## src/rtl/down_timer_if.sv

```systemverilog
// Control and status bundle for down_timer.
// The master drives the control inputs and the slave (the timer) drives the count and status.
interface down_timer_if #(
  parameter int unsigned W = 4
) ();
  logic         load;
  logic [W-1:0] load_val;
  logic         start;
  logic         pause;
  logic         mode;
  logic [W-1:0] q;
  logic         tc;
  logic         busy;
  logic         done;

  modport master (
    output load, load_val, start, pause, mode,
    input  q, tc, busy, done
  );

  modport slave (
    input  load, load_val, start, pause, mode,
    output q, tc, busy, done
  );
endinterface

```

## src/rtl/down_timer.sv

```systemverilog
// Loadable down-counter/timer with one-shot and auto-reload modes and pause/resume.
// tc pulses for one cycle in the cycle q first reads zero.
module down_timer #(
  parameter int unsigned W = 4
) (
  input  logic         clk,
  input  logic         rst,
  down_timer_if.slave  bus
);

  localparam logic [W-1:0] ZERO = '0;
  localparam logic [W-1:0] ONE  = W'(1);

  typedef enum logic [1:0] {
    S_IDLE = 2'd0,
    S_RUN  = 2'd1,
    S_HOLD = 2'd2,
    S_DONE = 2'd3
  } state_t;

  state_t       r_state;
  state_t       w_state_nxt;
  logic [W-1:0] r_q;
  logic [W-1:0] w_q_nxt;
  logic [W-1:0] r_reload;
  logic [W-1:0] w_reload_nxt;
  logic         r_tc;
  logic         w_tc_nxt;
  logic         r_busy;
  logic         w_busy_nxt;
  logic         r_done;
  logic         w_done_nxt;
  logic         w_can_start;

  assign w_can_start = (r_state == S_IDLE) || (r_state == S_DONE);

  // Next-state and datapath; priority is load > start > pause > state default.
  always_comb begin
    w_state_nxt  = r_state;
    w_q_nxt      = r_q;
    w_reload_nxt = r_reload;
    w_tc_nxt     = 1'b0;

    if (bus.load) begin
      w_reload_nxt = bus.load_val;
      w_q_nxt      = bus.load_val;
      w_state_nxt  = S_IDLE;
    end else if (bus.start && w_can_start) begin
      if (r_reload != ZERO) begin
        w_q_nxt     = r_reload;
        w_state_nxt = S_RUN;
      end else begin
        // Zero interval: terminal count immediately, no RUN cycle.
        w_q_nxt     = ZERO;
        w_tc_nxt    = 1'b1;
        w_state_nxt = bus.mode ? S_IDLE : S_DONE;
      end
    end else begin
      unique case (r_state)
        S_RUN: begin
          if (bus.pause) begin
            w_state_nxt = S_HOLD;
          end else if (r_q == ZERO) begin
            w_q_nxt = r_reload;
          end else if (r_q == ONE) begin
            w_q_nxt  = ZERO;
            w_tc_nxt = 1'b1;
            if (!bus.mode) begin
              w_state_nxt = S_DONE;
            end
          end else begin
            w_q_nxt = r_q - ONE;
          end
        end
        S_HOLD: begin
          if (!bus.pause) begin
            w_state_nxt = S_RUN;
          end
        end
        S_DONE: begin
          w_q_nxt = ZERO;
        end
        default: begin
        end
      endcase
    end

    w_busy_nxt = (w_state_nxt == S_RUN) || (w_state_nxt == S_HOLD);
    w_done_nxt = (w_state_nxt == S_DONE);
  end

  // State and output registers; synchronous reset.
  always_ff @(posedge clk) begin
    if (rst) begin
      r_state  <= S_IDLE;
      r_q      <= ZERO;
      r_reload <= ZERO;
      r_tc     <= 1'b0;
      r_busy   <= 1'b0;
      r_done   <= 1'b0;
    end else begin
      r_state  <= w_state_nxt;
      r_q      <= w_q_nxt;
      r_reload <= w_reload_nxt;
      r_tc     <= w_tc_nxt;
      r_busy   <= w_busy_nxt;
      r_done   <= w_done_nxt;
    end
  end

  assign bus.q    = r_q;
  assign bus.tc   = r_tc;
  assign bus.busy = r_busy;
  assign bus.done = r_done;

endmodule

```

## src/flat_wrapper.sv

```systemverilog
// flat-port wrapper written by rule: the top's interface ports become plain ports
module down_timer_flat 
#(
  parameter int unsigned W = 4
)
  (clk, rst, bus_load, bus_load_val, bus_start, bus_pause, bus_mode, bus_q, bus_tc, bus_busy, bus_done);
  down_timer_if #(.W(W)) bus_i ();
  input  logic clk;
  input  logic rst;
  input wire logic [$bits(bus_i.load)-1:0] bus_load;
  input wire logic [$bits(bus_i.load_val)-1:0] bus_load_val;
  input wire logic [$bits(bus_i.start)-1:0] bus_start;
  input wire logic [$bits(bus_i.pause)-1:0] bus_pause;
  input wire logic [$bits(bus_i.mode)-1:0] bus_mode;
  output wire logic [$bits(bus_i.q)-1:0] bus_q;
  output wire logic [$bits(bus_i.tc)-1:0] bus_tc;
  output wire logic [$bits(bus_i.busy)-1:0] bus_busy;
  output wire logic [$bits(bus_i.done)-1:0] bus_done;
  assign bus_i.load = bus_load;
  assign bus_i.load_val = bus_load_val;
  assign bus_i.start = bus_start;
  assign bus_i.pause = bus_pause;
  assign bus_i.mode = bus_mode;
  assign bus_q = bus_i.q;
  assign bus_tc = bus_i.tc;
  assign bus_busy = bus_i.busy;
  assign bus_done = bus_i.done;
  down_timer #(.W(W)) u_core (.clk(clk), .rst(rst), .bus(bus_i));
endmodule
```

## config.mk

```make
export PLATFORM = sky130hd
export DESIGN_NAME = down_timer_flat
export DESIGN_NICKNAME = d
export VERILOG_FILES = /design/src/rtl/down_timer_if.sv /design/src/rtl/down_timer.sv /design/src/flat_wrapper.sv
export SDC_FILE = /design/constraint.sdc
export NUM_CORES = 1
export LEC_CHECK = 0
export CORE_MARGIN = 4
export CORE_UTILIZATION = 48
export CTS_CLUSTER_DIAMETER = 120
export DETAILED_ROUTE_END_ITERATION = 7
export PLACE_DENSITY = 0.75
export SKIP_CTS_REPAIR_TIMING = 1
export SLEW_MARGIN = 20
export SYNTH_ARGS = -nofsm -noshare
export SYNTH_HDL_FRONTEND = slang
export SYNTH_SLANG_ARGS = --single-unit
```

## constraint.sdc

```tcl
create_clock -name clk -period 2.8 [get_ports clk]
set_input_delay 0.56 -clock clk [delete_from_list [all_inputs] [get_ports clk]]
set_output_delay 0.56 -clock clk [all_outputs]
set_load 0.05 [all_outputs]
```

### Word-level counts from Yosys, hierarchy flattened

Index checks and enable logic that the tools add are counted.
W data, S select, Z words.

* add/subtract/negate cells: 1
* muxes and demuxes: 23
* equality and inequality tests: 8
* reduce and logical (&&, ||, !) cells: 9

Operators with widths (number)
* $mux W4: 6
* $mux W2: 9
* $eq A2 B2 Y1 const B: 4
* $pmux W4 S2: 1
* $reduce_bool A4 Y1: 2
* $mux W1: 6
* $eq A2 B1 Y1 const B: 2
* $eq A4 B1 Y1 const B: 1
* $logic_not A4 Y1: 1
* $ne A4 B3 Y1 const B: 1
* $pmux W2 S2: 1
* $sub A4 B1 Y4 const B: 1
* $logic_not A2 Y1: 1
* $logic_or A1 B1 Y1: 2
* $reduce_and A2 Y1: 1
* $reduce_or A2 Y1: 1
* $logic_and A1 B1 Y1: 1

* word-level logic and storage cells: 47
* register bits after elaboration: 13
* output and inout port bits: 7
* input port bits: 10

### Longest topological paths before layout

* depth after elaboration: 9
* mapped depth: 10
* mapped depth without buffers: 9

### Least setup slack after synthesis

Ideal clock, no wire load.

* kind: flip-flop to flip-flop
* from: register u_core.r_q[1] (netlist: u_core.bus.q[1])
* to: register u_core.r_busy (netlist: u_core.bus.busy)
* arrival time: 2.267 ns
* data required time: 2.686 ns
* library setup time: 0.114 ns
* setup slack: 0.419 ns
* path buffers: 0
* period minus slack after synthesis: 2.381 ns
* cell stages (with the launch flop): 10
* cell sequence: dfxtp_1 > inv_1 > ha_1 > nor4b_2 > and2_1 > o22a_1 > o31ai_1 > nor2_1 > ha_1 > nor2b_1

* word-level cells in the longest chain between the ends: 9
* elaborated cells between the ends (all ways): 11
* those cells by class: 3 x eq/ne; 6 x mux; 2 x reduce/logical

Ends and longest elaborated chain
* start: declaration: line down_timer.sv:23 `logic [W-1:0] r_q;`
* start signal: assignment: line down_timer.sv:103 `r_q <= w_q_nxt;`
* $eq A4 B1 Y1: line down_timer.sv:65 `end else if (r_q == ONE) begin`
* $mux W2: line down_timer.sv:65
* $mux W2 *: line down_timer.sv:63 `end else if (r_q == ZERO) begin`
* $mux W2 *: line down_timer.sv:61 `if (bus.pause) begin`
* $pmux W2 S2 *: line down_timer.sv:59 `unique case (r_state)`
* $mux W2 *: line down_timer.sv:48 `end else if (bus.start && w_can_start) begin`
* $mux W2 *: line down_timer.sv:44 `if (bus.load) begin`
* net u_core.w_state_nxt[0]: line down_timer.sv:22 `state_t w_state_nxt;`
* $eq A2 B1 Y1 or $eq A2 B2 Y1 (tied branches): line down_timer.sv:88 `w_busy_nxt = (w_state_nxt == S_RUN) || (w_state_nxt == S_HOLD);`
* $logic_or A1 B1 Y1 *: line down_timer.sv:88
* net u_core.w_busy_nxt: line down_timer.sv:30 `logic w_busy_nxt;`
* end signal: assignment: line down_timer.sv:106 `r_busy <= w_busy_nxt;`
* end: declaration: line down_timer.sv:29 `logic r_busy;`

The timed path passes the listed nets; every way through them passes the cells marked *.
A chain may end at the register's enable or synchronous reset.

### Worst setup path in the final report

* from: register u_core.r_q[0] (netlist: u_core.bus.q[0])
* to: register u_core.r_busy (netlist: u_core.bus.busy)

The elaborated chain is that of the path after synthesis.

==> impl_metrics.xml <==
<?xml version="1.0" encoding="UTF-8"?>
<metrics>
  <group name="drt">
    <metric name="drtIter0Drc" unit="">10</metric>
    <metric name="vias" unit="">782</metric>
    <metric name="wire_per_inst" unit="µm">13.57</metric>
    <metric name="wl" unit="µm">1832</metric>
    <metric name="routed_via_density" unit="">5.793</metric>
    <metric name="route.detailed.drc" unit="">0</metric>
    <metric name="detail_route.first_pass.iterations" unit="">4</metric>
    <metric name="detail-route-antenna-nets" unit="">0</metric>
  </group>
  <group name="sta">
    <metric name="hold_viol_final" unit="">0</metric>
    <metric name="timing.final.crit_share" unit="%">78.82</metric>
    <metric name="max_slew.worst_pin.slew" unit="ns">0.5700</metric>
    <metric name="relSlewSlack" unit="%">61.65</metric>
    <metric name="clock.fmax" unit="MHz">453.1</metric>
    <metric name="fin_tns_setup" unit="ns">0</metric>
    <metric name="final_period_minus_worst_setup_slack" unit="ns">2.207</metric>
    <metric name="rsz0062_at_grt" unit="">no</metric>
    <metric name="report.final.setup_viol" unit="">0</metric>
    <metric name="final_max_slew_viol_count" unit="">0</metric>
    <metric name="worst_clk_skew" unit="ns">0.004006</metric>
  </group>
  <group name="worst_hold_path">
    <metric name="timing.hold.worst.start" unit="">u_core.r_reload[0]$_SDFFE_PP0P_</metric>
    <metric name="hold_depth" unit="">2</metric>
    <metric name="holdPathEnd" unit="">u_core.r_reload[0]$_SDFFE_PP0P_</metric>
    <metric name="min-delay-path-class" unit="">reg2reg</metric>
  </group>
  <group name="global_routing">
    <metric name="global_route.usage.total" unit="%">16.57</metric>
    <metric name="grt_remaining_overflow" unit="">0</metric>
    <metric name="grt_pass1_wl" unit="µm">3222</metric>
    <metric name="initial_antenna_violation_count" unit="">0</metric>
    <metric name="grt_max_degree" unit="">14</metric>
    <metric name="via_count_of_the_first_global_routing_pass" unit="">743</metric>
  </group>
  <group name="floorplan">
    <metric name="start_util" unit="%">53.25</metric>
    <metric name="floorplan.die.width" unit="µm">49.82</metric>
    <metric name="floorplan.core_area" unit="µm²">1577</metric>
    <metric name="dieArea" unit="µm²">2482</metric>
    <metric name="floorplan.die.height" unit="µm">49.82</metric>
    <metric name="ioPinCount" unit="">17</metric>
    <metric name="row_count" unit="">14</metric>
  </group>
  <group name="logic_synthesis">
    <metric name="syn-mean-instance-area" unit="µm²">8.231</metric>
    <metric name="synthesis.instances" unit="">102</metric>
    <metric name="synth_fp_nets" unit="">119</metric>
    <metric name="syn_area" unit="µm²">839.6</metric>
    <metric name="ys_ff_latch" unit="">13</metric>
    <metric name="synthDominantAreaCellType" unit="">dfxtp_1</metric>
    <metric name="top_cells_by_area_in_the_synthesized_netlist" unit="">dfxtp_1 31%, ha_1 10%, a21oi_1 4.8%</metric>
    <metric name="synth_cell_types" unit="">33</metric>
    <metric name="yosysWarningCount" unit="">0</metric>
    <metric name="area_share_of_the_leading_cell_type_in_the_synthesized_netlist" unit="%">31.00</metric>
    <metric name="synth-seq-area-share" unit="%">31.00</metric>
  </group>
  <group name="place">
    <metric name="globalplace.congestion" unit="">0.8739</metric>
    <metric name="io_buffer_count" unit="">16</metric>
    <metric name="dp_hpwl" unit="µm">1421</metric>
  </group>
  <group name="layout">
    <metric name="nNetsFinal" unit="">137</metric>
    <metric name="antenna-diode-count" unit="">0</metric>
    <metric name="area_delta_synth_final" unit="%">23.25</metric>
    <metric name="post_route_cells_drive_above_1_share" unit="%">7.563</metric>
    <metric name="layout.area.seq" unit="µm²">260.3</metric>
    <metric name="multi_input_area" unit="µm²">538.0</metric>
    <metric name="final_util" unit="%">65.63</metric>
    <metric name="nFillCells" unit="">132</metric>
  </group>
  <group name="clocking">
    <metric name="cts.root.buffer_cell" unit="">clkbuf_4</metric>
    <metric name="cts.htree.levels" unit="">1</metric>
    <metric name="tritoncts" unit="">done</metric>
    <metric name="cts-buffers-inserted" unit="">3</metric>
    <metric name="clk_pin_slew" unit="ns">0.08</metric>
    <metric name="clockBufferDepth" unit="">2</metric>
    <metric name="tritoncts_num_sinks" unit="">13</metric>
    <metric name="clock_latency" unit="ns">0.27</metric>
  </group>
  <group name="outcome">
    <metric name="outcome" unit="">complete, no violations</metric>
  </group>
  <group name="worst_setup_path">
    <metric name="worst-setup-path-type" unit="">reg2reg</metric>
    <metric name="critPathLaunchType" unit="">flop</metric>
    <metric name="arrival" unit="ns">2.35</metric>
    <metric name="reg2reg_from" unit="">u_core.bus.q[0]$_SDFFE_PP0P_</metric>
    <metric name="cp_data_required_time" unit="ns">2.95</metric>
    <metric name="r2r.worst_path.cells" unit="">9</metric>
    <metric name="worstReg2RegEnd" unit="">u_core.bus.busy$_SDFF_PP0_</metric>
    <metric name="largest_fanout_on_the_critical_path" unit="">8</metric>
    <metric name="critical_path.endpoint_type" unit="">flop</metric>
    <metric name="timing.reg2reg.setup_slack" unit="ns">0.59</metric>
  </group>
  <group name="job">
    <metric name="drv_cap" unit="">0</metric>
  </group>
  <group name="power_and_ir_drop">
    <metric name="worst_ir_drop_vdd" unit="mV">0.3497</metric>
    <metric name="power_density" unit="nW/µm²">478.0</metric>
    <metric name="leakage_power" unit="nW">0.4009</metric>
  </group>
</metrics>
## state kept, by name (all words and copies together), names as in the netlist
| register | cells |
|---|---|
| u_core.bus.q | 4 |
| u_core.r_reload | 4 |
| u_core.r_state | 2 |
| u_core.bus.busy | 1 |
| u_core.bus.done | 1 |
| u_core.bus.tc | 1 |
## report_power, final
| group | leakage, nW | switching, mW | internal [mW] |
|---|---|---|---|
| sequential | 0.107 | 0.0152 | 0.197 |
| clock | 0.0150 | 0.0620 | 0.0552 |
| combinational | 0.279 | 0.0949 | 0.0702 |
## critical path, cell delays in order (launching register included)
cell and delay [ns]:
dfxtp_1 0.37, inv_1 0.10, ha_1 0.32, nor4b_2 0.09, and2_1 0.19, o22a_1 0.19, o31ai_1 0.33, nor2_1 0.08
ha_1 0.28, nor2b_1 0.12
## cell families (layout without fill, tap and decap cells)
family	count (synthesis)	after routing	synth area share [%]
AO/OA/AOI/OAI	33	33	27.57
flip-flops	13	13	31.00
multiplexers	1	1	1.192
adder cells (fa/ha/maj)	7	7	10.43
AND/OR/NAND/NOR	38	38	24.89
buffers and inverters	10	27	4.918
## cell usage in the layout (no fill, tap or decap)
| cell | count |
|---|---|
| inv_1 | 6 |
| nand2_1 | 9 |
| ha_1 | 7 |
| buf_4 | 1 |
| o22a_1 | 1 |
| nor3_1 | 5 |
| a21oi_1 | 8 |
| o21ai_4 | 1 |
| clkbuf_4 | 3 |
| o31ai_1 | 1 |
| a21o_1 | 3 |
| a211o_1 | 1 |
| mux2i_1 | 1 |
| a211oi_1 | 4 |
| and2_1 | 2 |
| nor2_1 | 7 |
| nand3_1 | 1 |
| a31o_1 | 1 |
| o21a_1 | 1 |
| o21ai_1 | 1 |
| nor3_2 | 1 |
| nand2b_1 | 6 |
| nor4_2 | 1 |
| nor4b_2 | 1 |
| clkdlybuf4s50_1 | 16 |
| dfxtp_1 | 13 |
| o21ai_0 | 5 |
| a31oi_1 | 2 |
| a21oi_2 | 1 |
| a221o_1 | 1 |
| a2111oi_1 | 2 |
| nor2b_1 | 3 |
| clkbuf_1 | 1 |
| nor4_1 | 2 |
## how the worst max path moves through the flow
stage / start / to / slack [ns] / depth (start not counted)
2_1_floorplan: u_core.bus.q[1]$_SDFFE_PP0P_ / u_core.bus.busy$_SDFF_PP0_ / 0.42 / 9
3_3_place_gp: bus_mode / u_core.bus.busy$_SDFF_PP0_ / 0.46 / 8
3_5_place_dp: bus_mode / u_core.bus.busy$_SDFF_PP0_ / 0.40 / 8
4_1_cts: u_core.bus.q[2]$_SDFFE_PP0P_ / bus_q[2] / 0.60 / 1
5_1_grt: u_core.bus.q[0]$_SDFFE_PP0P_ / u_core.bus.busy$_SDFF_PP0_ / 0.45 / 9
6_report: u_core.bus.q[0]$_SDFFE_PP0P_ / u_core.bus.busy$_SDFF_PP0_ / 0.59 / 9
## metal layers
layer | up-vias | track usage [%] | routed length, µm
met5 | - | 0 | 0
met1 | 349 | 22.99 | 924
met2 | 23 | 24.45 | 791
met4 | 0 | 5.991 | 31
met3 | 6 | 4.217 | 84
li1 | 404 | - | -
## Yosys cell counts
library cell  number
o22a_1             1
o21ai_4            1
mux2i_1            1
dfxtp_1           13
a21o_1             3
nand3_1            1
buf_4              1
nor4b_2            1
nor3_2             1
buf_1              1
a221o_1            1
a2111oi_1          2
nand2_1            9
a21oi_2            1
ha_1               7
nor2b_1            3
inv_1              6
nor3_1             5
a31o_1             1
o31ai_1            1
a31oi_1            2
o21ai_0            5
and2_1             2
nor4_1             2
a21oi_1            8
nor2_1             7
a211o_1            1
nand2b_1           6
o21a_1             1
clkbuf_1           2
nor4_2             1
a211oi_1           4
o21ai_1            1
## cell type report
cell class	instances	share of cell area, %
Inverter	6	2.177
Sequential cell	13	25.15
Clock buffer	4	2.539
Multi-Input combinational cell	79	52.00
Tap cell	16	1.935
Timing Repair Buffer	17	16.20
## stage by stage
step	area, µm²	total power [mW]	instances	worst slack [ns]	hold slack [ns]
floorplan	839.6	0.3326	102	0.4191	0.4636
global placement	1008	0.3783	131	0.4557	0.4828
detailed placement	1008	0.3803	131	0.4032	0.4865
CTS	1035	0.4958	135	0.6035	0.5000
global route	1035	0.5270	135	0.4470	0.5357
finish	1035	0.4947	135	0.5929	0.4989
(Power assumes the default switching activity.)
